**src/rtl/machine_timer_unit.sv**
```systemverilog
// machine_timer_unit: 64-bit mtime counter, mtimecmp comparator and msip bit
// behind a single-outstanding req/ack bus slave. Drives mip.mtip / mip.msip.
// Ports: CLK/RST (sync, active-high); ren/wen/addr/byte_en/wdata request in;
//        rdata/ack/error completion out (ack one cycle after accept);
//        mtime_o, timer_int, soft_int status out.
module machine_timer_unit #(
  parameter logic [31:0] BASE_ADDR = 32'hFFFF_FFE0,
  parameter int unsigned PRESCALE  = 1
) (
  input  logic        CLK,
  input  logic        RST,
  input  logic        ren,
  input  logic        wen,
  input  logic [31:0] addr,
  input  logic [3:0]  byte_en,
  input  logic [31:0] wdata,
  output logic [31:0] rdata,
  output logic        ack,
  output logic        error,
  output logic [63:0] mtime_o,
  output logic        timer_int,
  output logic        soft_int
);

  localparam logic [15:0] PCOUNT_LAST = 16'(PRESCALE - 1);

  typedef enum logic {
    ST_IDLE,
    ST_ACK
  } state_t;

  state_t      state;
  logic [15:0] pcount;
  logic [63:0] mtime;
  logic [63:0] mtimecmp;
  logic        msip;

  logic        tick;
  logic        in_window;
  logic        bad_access;
  logic        accept;
  logic        do_write;
  logic [2:0]  word_sel;
  logic [31:0] read_val;

  // Apply only the enabled bytes of wdata on top of the old word.
  function automatic logic [31:0] merge_bytes(input logic [31:0] old_word,
                                              input logic [31:0] new_word,
                                              input logic [3:0]  be);
    logic [31:0] res;
    res = old_word;
    for (int i = 0; i < 4; i++) begin
      if (be[i]) res[8*i +: 8] = new_word[8*i +: 8];
    end
    return res;
  endfunction

  assign tick       = (pcount == PCOUNT_LAST);
  assign word_sel   = addr[4:2];
  // Accesses outside the window belong to someone else: never acknowledged.
  assign in_window  = (addr[31:5] == BASE_ADDR[31:5]);
  assign bad_access = (addr[1:0] != 2'b00) || (word_sel > 3'd4);
  assign accept     = (state == ST_IDLE) && (ren || wen) && in_window;
  // ren and wen together is illegal; the write is honoured in that case.
  assign do_write   = accept && wen && !bad_access;

  always_comb begin
    read_val = 32'd0;
    case (word_sel)
      3'd0:    read_val = mtime[31:0];
      3'd1:    read_val = mtime[63:32];
      3'd2:    read_val = mtimecmp[31:0];
      3'd3:    read_val = mtimecmp[63:32];
      3'd4:    read_val = {31'd0, msip};
      default: read_val = 32'd0;
    endcase
  end

  always_ff @(posedge CLK) begin
    if (RST) begin
      state     <= ST_IDLE;
      pcount    <= 16'd0;
      mtime     <= 64'd0;
      mtimecmp  <= 64'hFFFF_FFFF_FFFF_FFFF;
      msip      <= 1'b0;
      timer_int <= 1'b0;
      ack       <= 1'b0;
      error     <= 1'b0;
      rdata     <= 32'd0;
    end else begin
      // Prescaler runs free; bus writes never disturb it.
      pcount    <= tick ? 16'd0 : pcount + 16'd1;
      timer_int <= (mtime >= mtimecmp);

      // A bus write to either mtime word wins over a coincident tick,
      // which is then lost rather than applied on top of the new value.
      if (do_write && word_sel == 3'd0)
        mtime <= {mtime[63:32], merge_bytes(mtime[31:0], wdata, byte_en)};
      else if (do_write && word_sel == 3'd1)
        mtime <= {merge_bytes(mtime[63:32], wdata, byte_en), mtime[31:0]};
      else if (tick)
        mtime <= mtime + 64'd1;

      if (do_write && word_sel == 3'd2)
        mtimecmp[31:0] <= merge_bytes(mtimecmp[31:0], wdata, byte_en);
      if (do_write && word_sel == 3'd3)
        mtimecmp[63:32] <= merge_bytes(mtimecmp[63:32], wdata, byte_en);
      if (do_write && word_sel == 3'd4 && byte_en[0])
        msip <= wdata[0];

      case (state)
        ST_IDLE: begin
          ack   <= 1'b0;
          error <= 1'b0;
          rdata <= 32'd0;
          if (accept) begin
            state <= ST_ACK;
            ack   <= 1'b1;
            error <= bad_access;
            rdata <= (ren && !wen && !bad_access) ? read_val : 32'd0;
          end
        end
        ST_ACK: begin
          // Request may still be high here; it is deliberately not re-taken.
          state <= ST_IDLE;
          ack   <= 1'b0;
          error <= 1'b0;
          rdata <= 32'd0;
        end
        default: state <= ST_IDLE;
      endcase
    end
  end

  assign mtime_o  = mtime;
  assign soft_int = msip;

endmodule

```
**config.mk**
```make
export PLATFORM = sky130hd
export DESIGN_NAME = machine_timer_unit
export DESIGN_NICKNAME = d
export VERILOG_FILES = /design/src/rtl/machine_timer_unit.sv
export SDC_FILE = /design/constraint.sdc
export NUM_CORES = 1
export LEC_CHECK = 0
export ABC_CLOCK_PERIOD_IN_PS = 2900
export CAP_MARGIN = 20
export CORE_MARGIN = 2
export CORE_UTILIZATION = 50
export DETAILED_ROUTE_END_ITERATION = 8
export GPL_ROUTABILITY_DRIVEN = 0
export PLACE_DENSITY = 0.75
export SLEW_MARGIN = 20
export SYNTH_ARGS = -nofsm -noshare
export SYNTH_HDL_FRONTEND = slang
export SYNTH_SLANG_ARGS = --single-unit
```
**constraint.sdc**
```tcl
create_clock -name CLK -period 2.9 [get_ports CLK]
set_input_delay 0.58 -clock CLK [delete_from_list [all_inputs] [get_ports CLK]]
set_output_delay 0.58 -clock CLK [all_outputs]
set_load 0.03 [all_outputs]
```
Word level (Yosys, flattened, before mapping)
Cells that the tools add are included.
{"block": "word_totals", "ff_bits": 180, "latchBits": 0, "mem_bits_rw": 0, "mem_bits_ro": 0, "in_bits": 72, "out_inout_bits": 100, "word_cells": 95, "mem_count": 0}
{"block": "classes", "n_addsub": 2, "mul": 0, "div_mod_pow": 0, "n_lt_le_gt_ge": 2, "n_eq_ne": 14, "shifts": 0, "mux": 15, "bitwise": 2, "n_reduce_logical": 38}
{"operator": "$pmux 32 s5", "n": 1}
{"operator": "$mux 64", "n": 2}
{"operator": "$mux 32", "n": 3}
{"operator": "$add 64x1->64 const B", "n": 1}
{"operator": "$ge 64x64->1", "n": 1}
{"operator": "$pmux 32 s2", "n": 1}
{"operator": "$mux 8", "n": 4}
{"operator": "$eq 27x27->1 const B", "n": 1}
{"operator": "$reduce_and 3->1", "n": 8}
{"operator": "$ne 2x2->1 const B", "n": 9}
{"operator": "$add 16x1->16 const B", "n": 1}
{"operator": "$logic_not 16->1", "n": 1}
{"operator": "$reduce_and 2->1", "n": 8}
{"operator": "$logic_and 1x1->1", "n": 12}
{"operator": "$eq 3x2->1 const B", "n": 2}
{"operator": "$reduce_bool 2->1", "n": 3}
{"operator": "$pmux 1 s2", "n": 2}
{"operator": "$eq 3x1->1 const B", "n": 1}
{"operator": "$eq 3x3->1 const B", "n": 1}
{"operator": "$gt 3x3->1 const B", "n": 1}
{"operator": "$logic_not 3->1", "n": 1}
{"operator": "$logic_not 1->1", "n": 2}
{"operator": "$logic_or 1x1->1", "n": 2}
{"operator": "$mux 1", "n": 2}
{"operator": "other kinds (2)", "n": 3}

Depth between registers and ports, before layout
Gate-level depths: netlist of the first run.
{"block": "depth", "word_depth": 8, "depth_mapped": 10, "ltp_nobuf": 8}

Worst setup path before layout of the first run
No wires, ideal clock.
{"block": "synth_path", "path_type": "input port to flip-flop", "from": "input addr[13]", "to": "register mtime[48] (netlist: mtime_o[48])", "setup_time_ps": 117, "t_arrival_ps": 2288, "required_time_ps": 2783, "slack_ps": 495, "cell_stages": 6, "n_path_buf": 1, "path_cell_list": "nand4_1 or4_4 nor4_4 buf_6 o21bai_1 a32o_1"}
{"block": "synth_between", "elab_chain_len": 7, "word_cells_on_any_way": 11, "cone_classes": "eq/ne: 2; mux: 1; bitwise: 1; reduce/logical: 7"}
{"element": "start, declared", "line_no": "14", "text": "input logic [31:0] addr,"}
{"element": "$eq 27x27->1 *", "line_no": "61", "text": "assign in_window = (addr[31:5] == BASE_ADDR[31:5]);"}
{"element": "$logic_and 1x1->1 *", "line_no": "63", "text": "assign accept = (state == ST_IDLE) && (ren || wen) && in_window;"}
{"element": "$logic_and 1x1->1 * (2 in a row)", "line_no": "65", "text": "assign do_write = accept && wen && !bad_access;"}
{"element": "$logic_and 1x1->1, on equally long branches", "line_no": "99, 97"}
{"element": "$ne 2x2->1 (no line) (tied with other cells)"}
{"element": "$reduce_and 3->1 (no line)"}
{"element": "end signal, assigned", "line_no": "98", "text": "mtime <= {mtime[63:32], merge_bytes(mtime[31:0], wdata, byte_en)};"}
{"element": "end signal, assigned", "line_no": "100", "text": "mtime <= {merge_bytes(mtime[63:32], wdata, byte_en), mtime[31:0]};"}
{"element": "end signal, assigned", "line_no": "102", "text": "mtime <= mtime + 64'd1;"}
{"element": "end, declared", "line_no": "34", "text": "logic [63:0] mtime;"}
Mark *: on every way between the ends. The rest lies on a longest branch, timed or not. The select of a mux whose other input is x is not followed.
A chain may end at the register's enable or synchronous reset.

Final worst setup path of the first run
{"block": "layout_path", "from": "register mtime[0] (netlist: mtime_o[0])", "to": "register timer_int"}
{"block": "layout_between", "elab_chain_len": 1}
{"element": "$ge 64x64->1", "line_no": "93", "text": "timer_int <= (mtime >= mtimecmp);"}
{"element": "end signal, assigned", "line_no": "93"}
{"element": "end, declared", "line_no": "21", "text": "output logic timer_int,"}
No other way between the ends.

==> flow_summary.ini, run 1 <==
[global_route]
antenna_found_initial = 0
grt_max_degree = 44
grt.overflow.total = 0
grt_first_pass_wirelength_mm = 61.4
grt_pass1_vias = 11392
grt.total_usage_pct = 32.5

[synth]
synth_compound_area_share_pct = 27.1
synth_edf_count = 0
synth_area_mm2 = 0.0109
ys_seq_area_share_pct = 33.0
synthCells = 1342
synthMuxAreaShare_pct = 0.298
synth_ff_type = dfxtp_1
synth_top_family_by_area = compound AO/OA/AOI/OAI gates
synth-seq-cells = 180
synthSimpleGateAreaFrac_pct = 23.0
ys_types = 89
synth_fa_ha_area_share_pct = 7.67
async_flop_share_pct = 0
yosysWarnings = 0
synth_xor_area_share_pct = 1.68
synth_nets = 1481
avgSynthCellArea_um2 = 8.14

[final_layout]
diodes = 0
areaGrowthSynthToFinish_pct = 28.8
n_fill_cell = 1873
seqCellArea_mm2 = 0.00360
drive_gt1_share_pct = 11.3
multi_input_area_mm2 = 0.00655
fin_nets = 1679
fin_area_mm2 = 0.0141

[timing]
fmax_ghz = 0.377
hold_viol = 0
worst_slew_pin_slew_ps = 642
maxSlewViolCount = 0
setup_tns_ps = 0
min_period_over_period_pct = 91.4
hold_slack_ps = 406
fin_skew_ps = 10.8
rsz0062_at_grt = false
max_slew_margin_pct = 57.2
setup_viol = 0
final.min_clock_period_ps = 2650

[routing]
drc = 0
route.vias.total = 12040
wl_met3_mm = 4.11
wl_per_cell_um = 20.9
dr.pass1.iters = 8
ant_nets = 0
drt_wl_total_mm = 38.3
viasPerCell = 6.57
routed.top_layer = met4
wl_met1_mm = 15.2
dr.first_iter.drc_count = 1432
route.met2.wl_mm = 17.5

[flow_run]
drv_cap = 0

[setup_path]
cp.arrival_ps = 2970
cpPeakStageDelay_ps = 480
cp_cell_sequence = inv_1, ha_1, nand2b_1, a2111o_1, a32oi_1, buf_4, a211oi_1, o31ai_1, a21oi_1
r2r_start = mtime_o[0]$_SDFFE_PP0P_
cp.required_ps = 3210
critPathKind = reg -> reg
start_kind = flop
critPathMaxFanout = 7
cp-startpoint = mtime_o[0]$_SDFFE_PP0P_
cp_slowest_cell = dfxtp_1
worst_setup_path_end_kind = flop

[floorplanning]
boundaryPins = 172
core_mm2 = 0.0216
die_h_um = 152
dieWidth_um = 152
start_util_pct = 50.6
num_rows = 54
die_area_mm2 = 0.0231

[clocking]
cts_setup_buffers = 0
cts_resized = 0
cts_num_sinks = 180
cts_tree = done
ctsHoldBuffers = 0
clock_tree.root_cell = clkbuf_16
clk_pin_slew_ps = 70
cts_buffer_depth = 2
cts_inserted_buffers = 17
clk_latency_ps = 450
h-tree-depth = 4

[power]
peakVddDrop_v = 0.000357
power.density_mw_per_mm2 = 372
leakage_uw = 0.00569

[outcome]
status = finished clean

[min_path]
hp-class = in -> reg
hp-start = RST

[placement]
dp_hpwl_mm = 27.6
portBuffers = 171
postPlaceCellArea_mm2 = 0.0135
==> cells in the final DEF (no fill, tap or decap), drive strengths merged, types with 33 or more instances in the layout <==
cell type      Yosys  routed
dfxtp            180     180
clkdlybuf4s50      0     170
nand2            139     139
a21oi            117     117
buf               37     104
inv               88      92
o211ai            74      74
nor2              69      69
ha                67      67
o21ai             65      65
a22oi             63      63
nand4             61      61
nor3              33      33
==> sequential cells by signal, indices dropped and copies added (netlist names) <==
signal	cells
state	1
mtime_o	64
error	1
mtimecmp	64
soft_int	1
timer_int	1
pcount	16
rdata	32
==> through the flow <==
step                utilization (%)  power (µW)  std cells  worst slack (ps)
floorplan                         -        2650       1342               495
global placement               62.3        2850       1801              6.15
detailed placement             62.3        2850       1801             -71.4
CTS                            65.1        5230       1833               272
global route                   65.1        5350       1833               164
finish                         65.1        5240       1833               248
==> final cells by class <==
type	instances	share of cell area, %
tap	280	2.49
multi-input combinational	979	46.5
timing repair buffer	274	18.8
clock inverter	12	1.01
clock buffer	20	3.31
sequential	180	25.6
inverter	88	2.35
==> cell families (layout without fill, tap and decap cells) <==
group	after synthesis	after routing
compound gates	429	429
fa+ha+maj	67	67
simple gates	460	460
buf+inv	183	394
flops	180	180
xor+xnor	21	21
mux	2	2
==> layer usage <==
layer	up-vias	global-route usage [%]
li1	5438	-
met1	5701	42.6
met2	781	51.6
met3	120	6.93
met4	0	14.5
met5	-	0
==> where the power goes <==
part           internal (µW)  total [µW]  switching [µW]
combinational            141         321             181
clock                   1360        2440            1080
sequential              2470        2480            6.46
total                   3970        5240            1270
==> worst max-delay path, delay by kind of cell (launching register included) <==
kind / cells / cell delay (ps)
flip-flops: 1 / 480
buffers and inverters: 2 / 320
AO/OA/AOI/OAI: 5 / 1260
AND/OR/NAND/NOR: 1 / 160
adder cells (fa/ha/maj): 1 / 290
==> cell usage after synthesis, types with 11 or more instances <==
master      n  area (µm²)
dfxtp_1   180        3600
nand2_1   139         522
a21oi_1   112         561
inv_1      87         327
o211ai_1   73         548
ha_1       67         838
nor2_1     67         251
a22oi_1    63         473
nand4_1    59         369
clkbuf_1   53         199
o21ai_0    52         260
nor3_1     33         165
and4_1     30         263
nand3_1    29         145
buf_2      26         130
and2_1     25         156
nor4_1     22         138
a21o_1     12        90.1
a32o_1     12         120
and3_1     12        75.1
o21ai_1    12        60.1
xor2_1     11        96.3
==> final timing paths <==
path	end	slack [ps]	cells after the start
worst max-delay path	timer_int$_SDFF_PP0_	250	9
worst min register to register	pcount[0]$_SDFF_PP0_	480	1
worst max register to register	timer_int$_SDFF_PP0_	250	9
worst min-delay path	error$_SDFF_PP0_	410	2
Power figures use the tool's default switching activity.
==> run 2: changes to the inputs <==
--- a/config.mk
+++ b/config.mk
@@ -10,7 +10,6 @@
 export CORE_MARGIN = 2
 export CORE_UTILIZATION = 50
 export DETAILED_ROUTE_END_ITERATION = 8
-export GPL_ROUTABILITY_DRIVEN = 0
 export PLACE_DENSITY = 0.75
 export SLEW_MARGIN = 20
 export SYNTH_ARGS = -nofsm -noshare
==> flow_summary.ini, run 2 (same netlist as run 1, synthesis figures left out) <==
[outcome]
status = finished clean

[global_route]
antenna_found_initial = 0
grt_first_pass_wirelength_mm = 60.3
grt_pass1_vias = 11294
grt.overflow.total = 0
grt_max_degree = 53
grt.total_usage_pct = 31.9

[final_layout]
diodes = 0
drive_gt1_share_pct = 11.3
areaGrowthSynthToFinish_pct = 29.1
final_cell_mix = dfxtp_1, clkdlybuf4s50_1, nand2_1
fin_nets = 1680
fin_util_pct = 65.3
final_common_cell = dfxtp_1
layout.cells.non_filler = 1834
fin_area_mm2 = 0.0141

[setup_path]
reg2reg_to = mtime_o[61]$_SDFFE_PP0P_
cp.arrival_ps = 3090
cp-startpoint = mtime_o[29]$_SDFFE_PP0P_
regToRegSetupSlack_ps = 190
cp_cell_sequence = nand3_1, nor4_2, nand4_1, or4_1, o21ai_0, a32o_1
cp.required_ps = 3280
worst_setup_path_end_kind = flop
critPathMaxFanout = 8
r2r_start = mtime_o[29]$_SDFFE_PP0P_
rr_worst_depth = 6
cp_slowest_cell = nor4_2
start_kind = flop
critPathKind = reg -> reg
cpPeakStageDelay_ps = 700

[power]
leakage_uw = 0.00569
power.density_mw_per_mm2 = 375
peakVddDrop_v = 0.000359

[timing]
max_slew_margin_pct = 51.7
setup_viol = 0
min_period_over_period_pct = 93.5
rsz0062_at_grt = false
setup_tns_ps = 0
fin_skew_ps = 10.8
maxSlewViolCount = 0
fmax_ghz = 0.369
final.min_clock_period_ps = 2710
worst_slew_pin_slew_ps = 724
hold_viol = 0

[placement]
dp_hpwl_mm = 27.4
place_inst = 1802
portBuffers = 171
postPlaceCellArea_mm2 = 0.0135
gpl.final_weighted_congestion = 0.963

[clocking]
cts_num_sinks = 180
cts_buffer_depth = 2
ctsHoldBuffers = 0
clk_pin_slew_ps = 70
cts_tree = done
cts_setup_buffers = 0
cts_inserted_buffers = 17
clock_tree.root_cell = clkbuf_16
h-tree-depth = 4
clk_latency_ps = 440
cts_resized = 0

[min_path]
hold_path_depth = 2
hp-start = RST
hold_path_end = soft_int$_SDFFE_PP0P_
hp-class = in -> reg

[routing]
dr.pass1.iters = 6
viasPerCell = 6.45
drc = 0
route.vias.total = 11833
dr.first_iter.drc_count = 1445
drt_wl_total_mm = 37.9
ant_nets = 0
wl_per_cell_um = 20.7

[floorplanning]
start_util_pct = 50.6
dieWidth_um = 152
num_rows = 54
core_mm2 = 0.0216
boundaryPins = 172
die_area_mm2 = 0.0231
die_h_um = 152

[flow_run]
drv_cap = 0
==> run 2: how the worst max path moves through the flow <==
stage / end / slack (ps)
4_1_cts: timer_int$_SDFF_PP0_ / 300
6_report: mtime_o[61]$_SDFFE_PP0P_ / 190
5_1_grt: mtime_o[61]$_SDFFE_PP0P_ / 120
3_3_place_gp: mtime_o[51]$_SDFFE_PP0P_ / -60
2_1_floorplan: mtime_o[48]$_SDFFE_PP0P_ / 490
3_5_place_dp: mtime_o[51]$_SDFFE_PP0P_ / -120
==> run 2: per-layer routing <==
metal	part of all wire, %	up-vias	GRT usage, %
li1	-	5439	-
met1	41	5592	42.2
met2	46	706	51.6
met3	9.4	96	6.79
met4	3.2	0	11.7
met5	0	-	0
==> run 2: metrics by stage <==
stage | setup slack [ps] | power [µW] | hold slack (ps)
6_report | 188 | 5290 | 401
5_1_grt | 115 | 5420 | 429
4_1_cts | 295 | 5290 | 396
3_5_place_dp | -123 | 2850 | 473
3_3_place_gp | -63.4 | 2840 | 459
2_1_floorplan | 495 | 2650 | 438
==> run 2: report_power, final <==
group	internal, µW	switching, µW	leakage (µW)
Combinational	138	179	0.00394
Clock	1390	1100	0.000297
Sequential	2470	5.94	0.00145
Total	4000	1290	0.00569
==> run 2: area by class of cell <==
cell class	count	area, µm²
well taps	280	350
repair buffers	275	2660
clock inverters	14	189
multi-input cells	979	6550
flip-flops and latches	180	3600
inverters	88	330
fillers	1851	7510
clock buffers	18	429
==> run 2: critical path: cells and delay by family, from the launching register on <==
kind / cells / cell delay, ps
simple gates: 4 / 1870
compound gates: 2 / 220
flops: 1 / 550
